<file path="src/rtl/serial_adder.sv">
`default_nettype none
// ============================================================================
//  Module      : serial_adder (with helper cell full_adder)
//  Description : Bit-serial WIDTH-bit adder. Operands are accepted over a
//                valid/ready handshake, added one bit per clock LSB first
//                through a single full_adder cell and a carry flip-flop, and
//                the sum/carry-out are presented over a second valid/ready
//                handshake.
//  Revision    : 1.0 - initial release
// ============================================================================

// ----------------------------------------------------------------------------
// Single-bit full adder: the only arithmetic element in the serial datapath.
// ----------------------------------------------------------------------------
module full_adder (
   input  logic a_i,
   input  logic b_i,
   input  logic c_i,
   output logic s_o,
   output logic c_o
);

   // Sum is the parity of the three inputs, carry is their majority.
   always_comb begin
      s_o = a_i ^ b_i ^ c_i;
      c_o = (a_i & b_i) | (a_i & c_i) | (b_i & c_i);
   end

endmodule

// ----------------------------------------------------------------------------
// Serial adder top level.
// ----------------------------------------------------------------------------
module serial_adder #(
   parameter int WIDTH = 8
) (
   input  logic             clk,
   input  logic             rst_n,
   input  logic             in_valid,
   output logic             in_ready,
   input  logic [WIDTH-1:0] a,
   input  logic [WIDTH-1:0] b,
   input  logic             cin,
   output logic             out_valid,
   input  logic             out_ready,
   output logic [WIDTH-1:0] sum,
   output logic             cout
);

   // Bit counter only has to reach WIDTH-1.
   localparam int                 c_CNT_W = (WIDTH > 1) ? $clog2(WIDTH) : 1;
   localparam logic [c_CNT_W-1:0] c_LAST  = c_CNT_W'(WIDTH - 1);

   typedef enum logic [1:0] {
      IDLE = 2'd0,
      RUN  = 2'd1,
      DONE = 2'd2
   } state_t;

   // Control state
   state_t             state_q,     state_d;
   logic [c_CNT_W-1:0] count_q,     count_d;

   // Serial datapath
   logic [WIDTH-1:0]   a_sh_q,      a_sh_d;
   logic [WIDTH-1:0]   b_sh_q,      b_sh_d;
   logic [WIDTH-1:0]   sum_sh_q,    sum_sh_d;
   logic               carry_q,     carry_d;

   // Result holding registers
   logic [WIDTH-1:0]   sum_q,       sum_d;
   logic               cout_q,      cout_d;
   logic               out_valid_q, out_valid_d;

   // Full adder outputs and input handshake
   logic               fa_sum;
   logic               fa_carry;
   logic               accept;
   logic [WIDTH-1:0]   sum_shifted;

   // The one and only adder cell works on the current LSBs and the carry reg.
   full_adder u_fa (
      .a_i (a_sh_q[0]),
      .b_i (b_sh_q[0]),
      .c_i (carry_q),
      .s_o (fa_sum),
      .c_o (fa_carry)
   );

   // Ready is combinational so it drops immediately while reset is asserted.
   assign in_ready    = rst_n && (state_q == IDLE);
   assign accept      = in_valid && in_ready;

   // New sum bit enters at the MSB; after WIDTH shifts bit 0 lands in place.
   assign sum_shifted = {fa_sum, sum_shifted_tail(sum_sh_q)};

   assign out_valid   = out_valid_q;
   assign sum         = sum_q;
   assign cout        = cout_q;

   // Drops the LSB of the partial sum so the new bit can be prepended.
   function automatic logic [WIDTH-2:0] sum_shifted_tail(input logic [WIDTH-1:0] v);
      return v[WIDTH-1:1];
   endfunction

   // Next-state and datapath update: every register holds unless its state acts.
   always_comb begin
      state_d     = state_q;
      count_d     = count_q;
      a_sh_d      = a_sh_q;
      b_sh_d      = b_sh_q;
      sum_sh_d    = sum_sh_q;
      carry_d     = carry_q;
      sum_d       = sum_q;
      cout_d      = cout_q;
      out_valid_d = out_valid_q;

      case (state_q)
         IDLE: begin
            // Operands are captured only here; later input changes are ignored.
            if (accept) begin
               a_sh_d   = a;
               b_sh_d   = b;
               carry_d  = cin;
               count_d  = '0;
               sum_sh_d = '0;
               state_d  = RUN;
            end
         end

         RUN: begin
            // One bit per clock: shift operands right, collect sum bit at MSB.
            a_sh_d   = {1'b0, a_sh_q[WIDTH-1:1]};
            b_sh_d   = {1'b0, b_sh_q[WIDTH-1:1]};
            sum_sh_d = sum_shifted;
            carry_d  = fa_carry;
            if (count_q == c_LAST) begin
               // Last bit: publish the completed word and final carry together.
               sum_d       = sum_shifted;
               cout_d      = fa_carry;
               out_valid_d = 1'b1;
               state_d     = DONE;
            end else begin
               count_d = count_q + c_CNT_W'(1);
            end
         end

         DONE: begin
            // Result stays on the outputs until the consumer takes it.
            if (out_ready) begin
               out_valid_d = 1'b0;
               state_d     = IDLE;
            end
         end

         default: begin
            out_valid_d = 1'b0;
            state_d     = IDLE;
         end
      endcase
   end

   // State and datapath registers; reset aborts any operation in flight.
   always_ff @(posedge clk) begin
      if (!rst_n) begin
         state_q     <= IDLE;
         count_q     <= '0;
         a_sh_q      <= '0;
         b_sh_q      <= '0;
         sum_sh_q    <= '0;
         carry_q     <= 1'b0;
         sum_q       <= '0;
         cout_q      <= 1'b0;
         out_valid_q <= 1'b0;
      end else begin
         state_q     <= state_d;
         count_q     <= count_d;
         a_sh_q      <= a_sh_d;
         b_sh_q      <= b_sh_d;
         sum_sh_q    <= sum_sh_d;
         carry_q     <= carry_d;
         sum_q       <= sum_d;
         cout_q      <= cout_d;
         out_valid_q <= out_valid_d;
      end
   end

endmodule

`default_nettype wire

</file>
<file path="config.mk">
export PLATFORM = sky130hd
export DESIGN_NAME = serial_adder
export DESIGN_NICKNAME = d
export VERILOG_FILES = /design/src/rtl/serial_adder.sv
export SDC_FILE = /design/constraint.sdc
export NUM_CORES = 1
export LEC_CHECK = 0
export BUFFER_PORTS_ARGS = -buffer_cell sky130_fd_sc_hd__buf_2
export CAP_MARGIN = 10
export CORE_MARGIN = 2
export CORE_UTILIZATION = 40
export DETAILED_ROUTE_END_ITERATION = 12
export HOLD_SLACK_MARGIN = 0.1
export PLACE_DENSITY = 0.57
export REMOVE_ABC_BUFFERS = 1
export SLEW_MARGIN = 20
export SYNTH_ARGS = -nofsm -noshare
export SYNTH_HDL_FRONTEND = slang
export SYNTH_HIERARCHICAL = 1
export SYNTH_SLANG_ARGS = --single-unit
</file>
<file path="constraint.sdc">
create_clock -name clk -period 2.14 [get_ports clk]
set_clock_uncertainty 0.15 [all_clocks]
set_input_delay 0.428 -clock clk [delete_from_list [all_inputs] [get_ports clk]]
set_output_delay 0.428 -clock clk [all_outputs]
set_load 0.03 [all_outputs]
</file>
==> flow_summary.toml, run 1 <==
[worst_setup_path]
crit_required_ns = 1.56
path_class = "reg -> out"
worstPathMaxFanout = 8
critical_path_arrival_ns = 1.22
critPathCaptureType = "output pin"
worstSetupStartpoint = "state_q[1]$_SDFFE_PN0P_"
critPathLaunchType = "flip-flop"
r2r_start = "count_q[0]$_SDFFE_PN0P_"

[finish]
finalNetCount = 242
multi_input_area_um2 = 806
drive_above_1_share = 0.224
antenna_cells = 0
final_common_cell = "dfxtp_1"
stdcell_count = 269
ff_latch_area_um2 = 781
layout_common_cells = "dfxtp_1 (39), buf_2 (31), nor2_1 (15), a21oi_1 (15), a21boi_1 (14)"
n_fill_cell = 383
fin_area_um2 = 1980
area_growth_pct = 17.9

[grt]
grt_usage = 0.179
grt_overflow = 0
antenna_found_initial = 0
grt_first_pass_wirelength_mm = 6.22
grt_pass1_vias = 1359
grt_max_degree = 40

[route]
drtAntennaViolNets = 0
wl_per_cell_um = 14.2
dr.pass1.iters = 4
initialDrtViolationCount = 46
avgViaCountPerCell = 5.43
via_count = 1462
detail_route.drc_violations = 0
finalWirelength_mm = 3.82

[logic_synthesis]
syn_avg_cell_area_um2 = 8.90
synth_compound_area_frac = 0.298
synth_area_leaders = "dfxtp_1 (46%), a21boi_1 (6.3%), o2bb2ai_1 (6.2%)"
yosys.area.top_type = "dfxtp_1"
postSynth.asyncResetShare = 0
synth_flop_cell = "dfxtp_1"
syn_inst = 189
syn-cell-area_um2 = 1680
yosys.cell_types.count = 30
synth_seq_cells = 39
synth_top_area_share = 0.464
synth_xor_area_frac = 0
synthSimpleGateAreaFrac = 0.155
yosys-mux-area-fraction = 0
synth_top_family_by_area = "compound AO/OA/AOI/OAI gates"
seq_area_frac_synth = 0.464
yosysWarnings = 6
synth_edf_count = 0
synth_fa_ha_area_frac = 0.0268

[cts]
cts_resized = 0
cts.sinks = 39
clkTransAtPathRegs_ns = 0.07
postCtsHoldBufs = 0
postCtsSetupRepairBufs = 0
insertion_delay_ns = 0.29
cts_tree = "built"
cts_buffers = 5
cts-root-buf = "clkbuf_8"
cts.htree.levels = 2
cts_buffer_depth = 2

[floorplanning]
initial_core_util = 0.417
die_w_um = 68.8
rows = 23
core-area_um2 = 4030
die-area_um2 = 4740
dieHeight_um = 68.8
num_io_pins = 32

[place]
gp_congestion = 0.752
dpl_cell_area_um2 = 1860
hpwl_mm = 2.66
portBuffers = 31
dp_cells = 261

[job]
drv_cap = 0

[sta]
grt_setup_unrepaired = "no"
period_share = 0.841
setup_viol = 0
slew_headroom = 0.731
fmax_mhz = 556
final_hold_viol_count = 0
period_needed_ns = 1.80
setup_tns_ns = 0
drv_slew = 0
worst_pin_slew_ns = 0.402

[power_and_ir_drop]
ir_drop_v = 0.000366
p_per_area_nw_per_um2 = 806
p_leak_nw = 0.779

[hold_path]
hold_class = "in -> reg"
worstHoldStart = "out_ready"

[outcome]
status = "complete, no violations"
-- flip-flops by register name, summed over array words and instances (netlist names) --
name       count
a_sh_q         8
out_valid      1
sum            8
b_sh_q         8
count_q        3
cout           1
state_q        2
sum_sh_q       7
carry_q        1
-- critical path: stages (launching register included) --
cell and delay [ns]:
dfxtp_1 0.48, nor2_1 0.12, and2_1 0.17, buf_2 0.17
-- Yosys cell counts, types with 2 or more instances --
cell       count
a22oi_1        7
and2_1         2
o2bb2ai_1     12
a32oi_1        4
a21boi_1      14
inv_2          2
nor2b_1       10
buf_4          4
o22ai_1        3
buf_2          4
nand2_1       13
nand3_1        9
nor2_1        15
o21ai_1       13
ha_1           2
a21oi_1       15
clkbuf_1       6
o21ai_0        4
dfxtp_1       39
-- per-layer routing --
metal	up-vias	routed length [um]	part of all wire	GRT usage
met2	26	1960	0.51	0.317
met1	699	1680	0.44	0.203
li1	733	-	-	-
met4	0	26	0.0068	0.0588
met3	4	161	0.042	0.0584
met5	-	0	0	0
-- cell families after synthesis --
| family | Yosys count |
|---|---|
| and+or+nand+nor | 54 |
| adders and majority gates | 3 |
| AOI/OAI and AO/OA | 75 |
| buffers and inverters | 18 |
| DFF | 39 |
-- worst paths after layout --
path | cells past startpoint | slack [ns] | to
max | 3 | 0.34 | in_ready
min | 3 | 0.27 | state_q[1]$_SDFFE_PN0P_
max reg2reg | 5 | 0.43 | sum[5]$_SDFFE_PN0P_
min reg2reg | 2 | 0.30 | sum[0]$_SDFFE_PN0P_
-- stage by stage --
stage	util	hold WS [ns]	setup WS (ns)	power (W)
final	0.492	0.266	0.341	0.00160
after global routing	0.492	0.264	0.242	0.00168
after CTS	0.492	0.256	0.326	0.00161
after detailed placement	0.463	0.296	0.461	0.000983
after global placement	0.463	0.288	0.577	0.000974
after floorplan	-	0.293	0.323	0.000904
-- layout make-up --
class / count / area share
multi-input combinational: 132 / 0.407
sequential: 39 / 0.394
timing repair buffer: 38 / 0.105
clock buffer: 6 / 0.0417
tap: 50 / 0.0316
clock inverter: 2 / 0.0177
inverter: 2 / 0.00379
-- report_power, final --
part | leakage (nW) | internal, W | switching (W)
Combinational | 0.399 | 0.0000803 | 0.0000984
Clock | 0.0612 | 0.000377 | 0.000256
Sequential | 0.319 | 0.000761 | 0.0000249
Power figures use the tool's default switching activity.
==> run 2, diff against run 1 <==
clock period = 1.8 ns   (was 2.14 ns; I/O delays follow)
==> flow_summary.toml, run 2 (same netlist as run 1, synthesis figures left out) <==
[cts]
cts_tree = "built"
cts-root-buf = "clkbuf_8"
insertion_delay_ns = 0.30
cts.sinks = 39
postCtsHoldBufs = 0
cts_buffer_depth = 2
cts_buffers = 5
clkTransAtPathRegs_ns = 0.08
cts.htree.levels = 2

[power_and_ir_drop]
p_leak_nw = 0.785
ir_drop_v = 0.000476
p_per_area_nw_per_um2 = 940
finalPower_w = 0.00188

[sta]
period_share = 0.958
fmax_mhz = 580
final_hold_viol_count = 0
slew_headroom = 0.782
worst_pin_slew_ns = 0.327
period_needed_ns = 1.72
setup_viol = 0
setup_tns_ns = 0
grt_setup_unrepaired = "no"
drv_slew = 0

[finish]
n_fill_cell = 401
layout_common_cells = "dfxtp_1 (37), buf_2 (31), nor2_1 (15), a21oi_1 (15), a21boi_1 (14)"
final_common_cell = "dfxtp_1"
antenna_cells = 0
finalNetCount = 244
drive_above_1_share = 0.240
area_growth_pct = 18.6

[floorplanning]
rows = 23
num_io_pins = 32
core-area_um2 = 4030
dieHeight_um = 68.8
initial_core_util = 0.417
die-area_um2 = 4740
die_w_um = 68.8

[worst_setup_path]
critPathSlowestCell = "dfxtp_2"
critPathTopFamily = "flip-flops"
path_buf_inv = 1
cp_cell_sequence = "nor2_1 > and2_1 > buf_2"
critPathCaptureType = "output pin"
worstPathMaxFanout = 12
r2r_start = "count_q[0]$_SDFFE_PN0P_"
critical_path_arrival_ns = 1.21
critPathLaunchType = "flip-flop"
worstSetupStartpoint = "state_q[0]$_SDFFE_PN0P_"
crit_required_ns = 1.29
worst_path_largest_cell_delay_ns = 0.39
path_class = "reg -> out"

[place]
gp_congestion = 0.713
hpwl_mm = 2.61
portBuffers = 31

[route]
detail_route.drc_violations = 0
avgViaCountPerCell = 5.40
finalWirelength_mm = 3.81
initialDrtViolationCount = 65
dr.pass1.iters = 4
wl_per_cell_um = 14.1
drtAntennaViolNets = 0
via_count = 1464

[hold_path]
worstHoldStart = "out_ready"
hold_class = "in -> reg"

[job]
drv_cap = 0

[outcome]
status = "complete, no violations"

[grt]
grt_first_pass_wirelength_mm = 6.55
grt_usage = 0.186
grt_max_degree = 40
grt_overflow = 0
grt_pass1_vias = 1459
antenna_found_initial = 0
==> run 2: cell count changes in the layout (fill, tap and decap cells not counted), sizes merged <==
cell    change
clkinv      +1
clkbuf      -1
buf         +2
==> run 2: area by class of cell <==
| type | instances | area, um2 | area share |
|---|---|---|---|
| Sequential cell | 39 | 783 | 0.393 |
| Inverter | 2 | 7.51 | 0.00376 |
| Clock buffer | 5 | 68.8 | 0.0345 |
| Timing Repair Buffer | 40 | 223 | 0.112 |
| Tap cell | 50 | 62.6 | 0.0314 |
| Multi-Input combinational cell | 132 | 806 | 0.404 |
| Clock inverter | 3 | 43.8 | 0.0220 |
==> run 2: layer usage <==
metal	vias up	track usage	part of all wire
met2	26	0.313	0.50
met1	692	0.226	0.45
met3	8	0.0406	0.036
met4	0	0.0882	0.020
li1	738	-	-
met5	-	0	0
==> run 2: metrics by stage <==
step	area [um2]	worst slack [ns]	hold slack (ns)	util	std cells
2_1_floorplan	1590	-0.0170	0.293	-	173
3_3_place_gp	1870	0.220	0.288	0.465	262
3_5_place_dp	1870	0.115	0.295	0.465	262
4_1_cts	1990	0.0197	0.180	0.493	270
5_1_grt	1990	0.0118	0.188	0.495	271
6_report	1990	0.0757	0.187	0.495	271
==> run 2: report_power, final <==
part           switching (W)  internal [W]  total [W]  leakage (nW)
registers          0.0000301      0.000905   0.000936         0.320
clock network       0.000319      0.000413   0.000732        0.0581
logic               0.000113     0.0000947   0.000208         0.407
total               0.000463       0.00141    0.00188         0.785
==> run 2: worst min-delay path, delay by kind of cell <==
| family | cells | cell delay, ns |
|---|---|---|
| AND/OR/NAND/NOR | 2 | 0.09 |
| buffers and inverters | 1 | 0.09 |
| AO/OA/AOI/OAI | 1 | 0.05 |
==> run 2: final timing paths <==
check	end	slack (ns)	cells past startpoint
worst max-delay path	in_ready	0.08	3
worst min-delay path	out_valid$_SDFFE_PN0P_	0.19	4
worst max register to register	sum[2]$_SDFFE_PN0P_	0.24	6
worst min register to register	sum[1]$_SDFFE_PN0P_	0.30	2
==> run 2: what timing repair did <==
| item | in CTS | in global routing |
|---|---|---|
| setup endpoints to repair | 1 | 3 |
| gates resized for setup | 1 | 1 |
| cloned | 0 | 0 |
| buffers inserted | 0 | 1 |
==> run 3, diff against run 2 <==
PLACE_DENSITY = 0.66   (was 0.57)
SYNTH_HIERARCHICAL = unset   (was 1)
==> flow_summary.toml, run 3 <==
[outcome]
status = "complete, no violations"

[route]
drtAntennaViolNets = 0
via_count = 1377
avgViaCountPerCell = 5.22
detail_route.drc_violations = 0
dr.pass1.iters = 4
finalWirelength_mm = 3.35
initialDrtViolationCount = 84
wl_per_cell_um = 12.7

[grt]
grt_usage = 0.160
grt_overflow = 0
grt_use_met2 = 0.264
antenna_found_initial = 0
grt_first_pass_wirelength_mm = 5.52
met1_usage = 0.188
grt_pass1_vias = 1279
grt_max_degree = 18
grt_use_met3 = 0.0390
top_usage_layer = "met2"

[sta]
setup_viol = 0
worst_pin_slew_ns = 0.448
drv_slew = 0
period_share = 0.935
grt_setup_unrepaired = "no"
fmax_mhz = 594
setup_tns_ns = 0
period_needed_ns = 1.68
slew_headroom = 0.701
final_hold_viol_count = 0

[logic_synthesis]
yosysWarnings = 0
syn-cell-area_um2 = 1680
seq_area_frac_synth = 0.464
syn_inst = 182
synth_area_leaders = "dfxtp_1 (46%), o2bb2ai_1 (6.2%), a21boi_0 (4.9%)"
syn_avg_cell_area_um2 = 9.24
synth_top_area_share = 0.464
synth_flop_cell = "dfxtp_1"
postSynth.asyncResetShare = 0
synth_commonest_cells = "dfxtp_1 (39), a21oi_1 (16), o21ai_0 (16), nor2_1 (13), o2bb2ai_1 (12)"
synth_edf_count = 0
synth_seq_cells = 39
yosysMostFrequentCell = "dfxtp_1"
yosys.area.top_type = "dfxtp_1"
yosys.cell_types.count = 30

[finish]
antenna_cells = 0
n_fill_cell = 411
multi_input_area_um2 = 791
drive_above_1_share = 0.252
finalNetCount = 237
layout_common_cells = "dfxtp_1 (37), buf_2 (31), o21ai_0 (16), a21oi_1 (16), nor2_1 (13)"
area_growth_pct = 16.7
final_common_cell = "dfxtp_1"
ff_latch_area_um2 = 783

[worst_setup_path]
crit_required_ns = 1.29
worstSetupStartpoint = "state_q[0]$_SDFFE_PN0P_"
critical_path_arrival_ns = 1.17
path_class = "reg -> out"
critPathLaunchType = "flip-flop"
worstPathMaxFanout = 11
r2r_start = "count_q[0]$_SDFFE_PN0P_"
critPathCaptureType = "output pin"

[floorplanning]
initial_core_util = 0.417
die-area_um2 = 4740
num_io_pins = 32
dieHeight_um = 68.8
die_w_um = 68.8
rows = 23
core-area_um2 = 4030

[job]
drv_cap = 0

[place]
gp_congestion = 0.707
portBuffers = 31
hpwl_mm = 2.30

[cts]
cts_tree = "built"
cts.sinks = 39
cts.htree.levels = 2
cts-root-buf = "clkbuf_8"
cts_buffers = 5
clkTransAtPathRegs_ns = 0.07
postCtsSetupRepairBufs = 0
postCtsHoldBufs = 0
cts_buffer_depth = 2
insertion_delay_ns = 0.29

[power_and_ir_drop]
ir_drop_v = 0.000373
clockPowerShare = 0.360
combPwrFrac = 0.115
seqPwrFrac = 0.524
p_per_area_nw_per_um2 = 907
power.switching_w = 0.000430
finalPower_w = 0.00178
p_leak_nw = 0.773
p_int_w = 0.00135
p_sw_frac = 0.241

[hold_path]
worstHoldStart = "out_ready"
hold_class = "in -> reg"
-- run 3: critical path, stage by stage (launching register included) --
cell and delay [ns]:
dfxtp_2 0.38, nor2_1 0.17, and2_1 0.14, buf_2 0.19
-- run 3: final timing paths --
path | end | slack (ns) | cells past startpoint
max | in_ready | 0.12 | 3
min | state_q[1]$_SDFFE_PN0P_ | 0.18 | 4
max reg2reg | count_q[1]$_SDFFE_PN0P_ | 0.19 | 5
min reg2reg | sum[7]$_SDFFE_PN0P_ | 0.31 | 2
-- run 3: timing repair --
| action | CTS | global route |
|---|---|---|
| pin swaps | 0 | 0 |
| endpoints found under the setup margin | 1 | 1 |
| cloned | 0 | 0 |
| gates resized for setup | 1 | 1 |
-- run 3: kinds of logic (layout without fill, tap and decap cells) --
group           after synthesis  after routing  synth area share
compound gates               73             73             0.293
fa+ha+maj                     3              3            0.0268
buf+inv                      18             50            0.0655
flops                        39             39             0.464
simple gates                 49             49             0.150
-- run 3: layout make-up --
cell class / count / area share
inverter: 3 / 0.00574
timing repair buffer: 39 / 0.110
multi-input combinational: 125 / 0.403
clock buffer: 8 / 0.0510
tap: 50 / 0.0319
sequential: 39 / 0.399
-- run 3: power by group through the flow --
stage,combinational [W],sequential (W),clock [W]
finish,0.000206,0.000934,0.000641
floorplan,0.000126,0.000949,0
detailed placement,0.000206,0.000952,0
global route,0.000233,0.000938,0.000693
global placement,0.000205,0.000953,0
CTS,0.000207,0.000933,0.000663
-- run 3: stage by stage --
stage / hold WS (ns) / cells / util / setup WS, ns / cell area [um2]
after floorplan: 0.303 / 167 / - / 0.113 / 1580
after global placement: 0.297 / 256 / 0.462 / 0.219 / 1860
after detailed placement: 0.305 / 256 / 0.462 / 0.199 / 1860
after CTS: 0.183 / 264 / 0.487 / 0.0304 / 1960
after global routing: 0.195 / 264 / 0.487 / 0.0256 / 1960
final: 0.180 / 264 / 0.487 / 0.117 / 1960
-- run 3: metal layers --
layer	share of wire	routed length, um	vias up
met5	0	0	-
met4	0.024	80	0
met3	0.043	144	8
li1	-	-	715
met1	0.49	1630	624
met2	0.45	1500	30
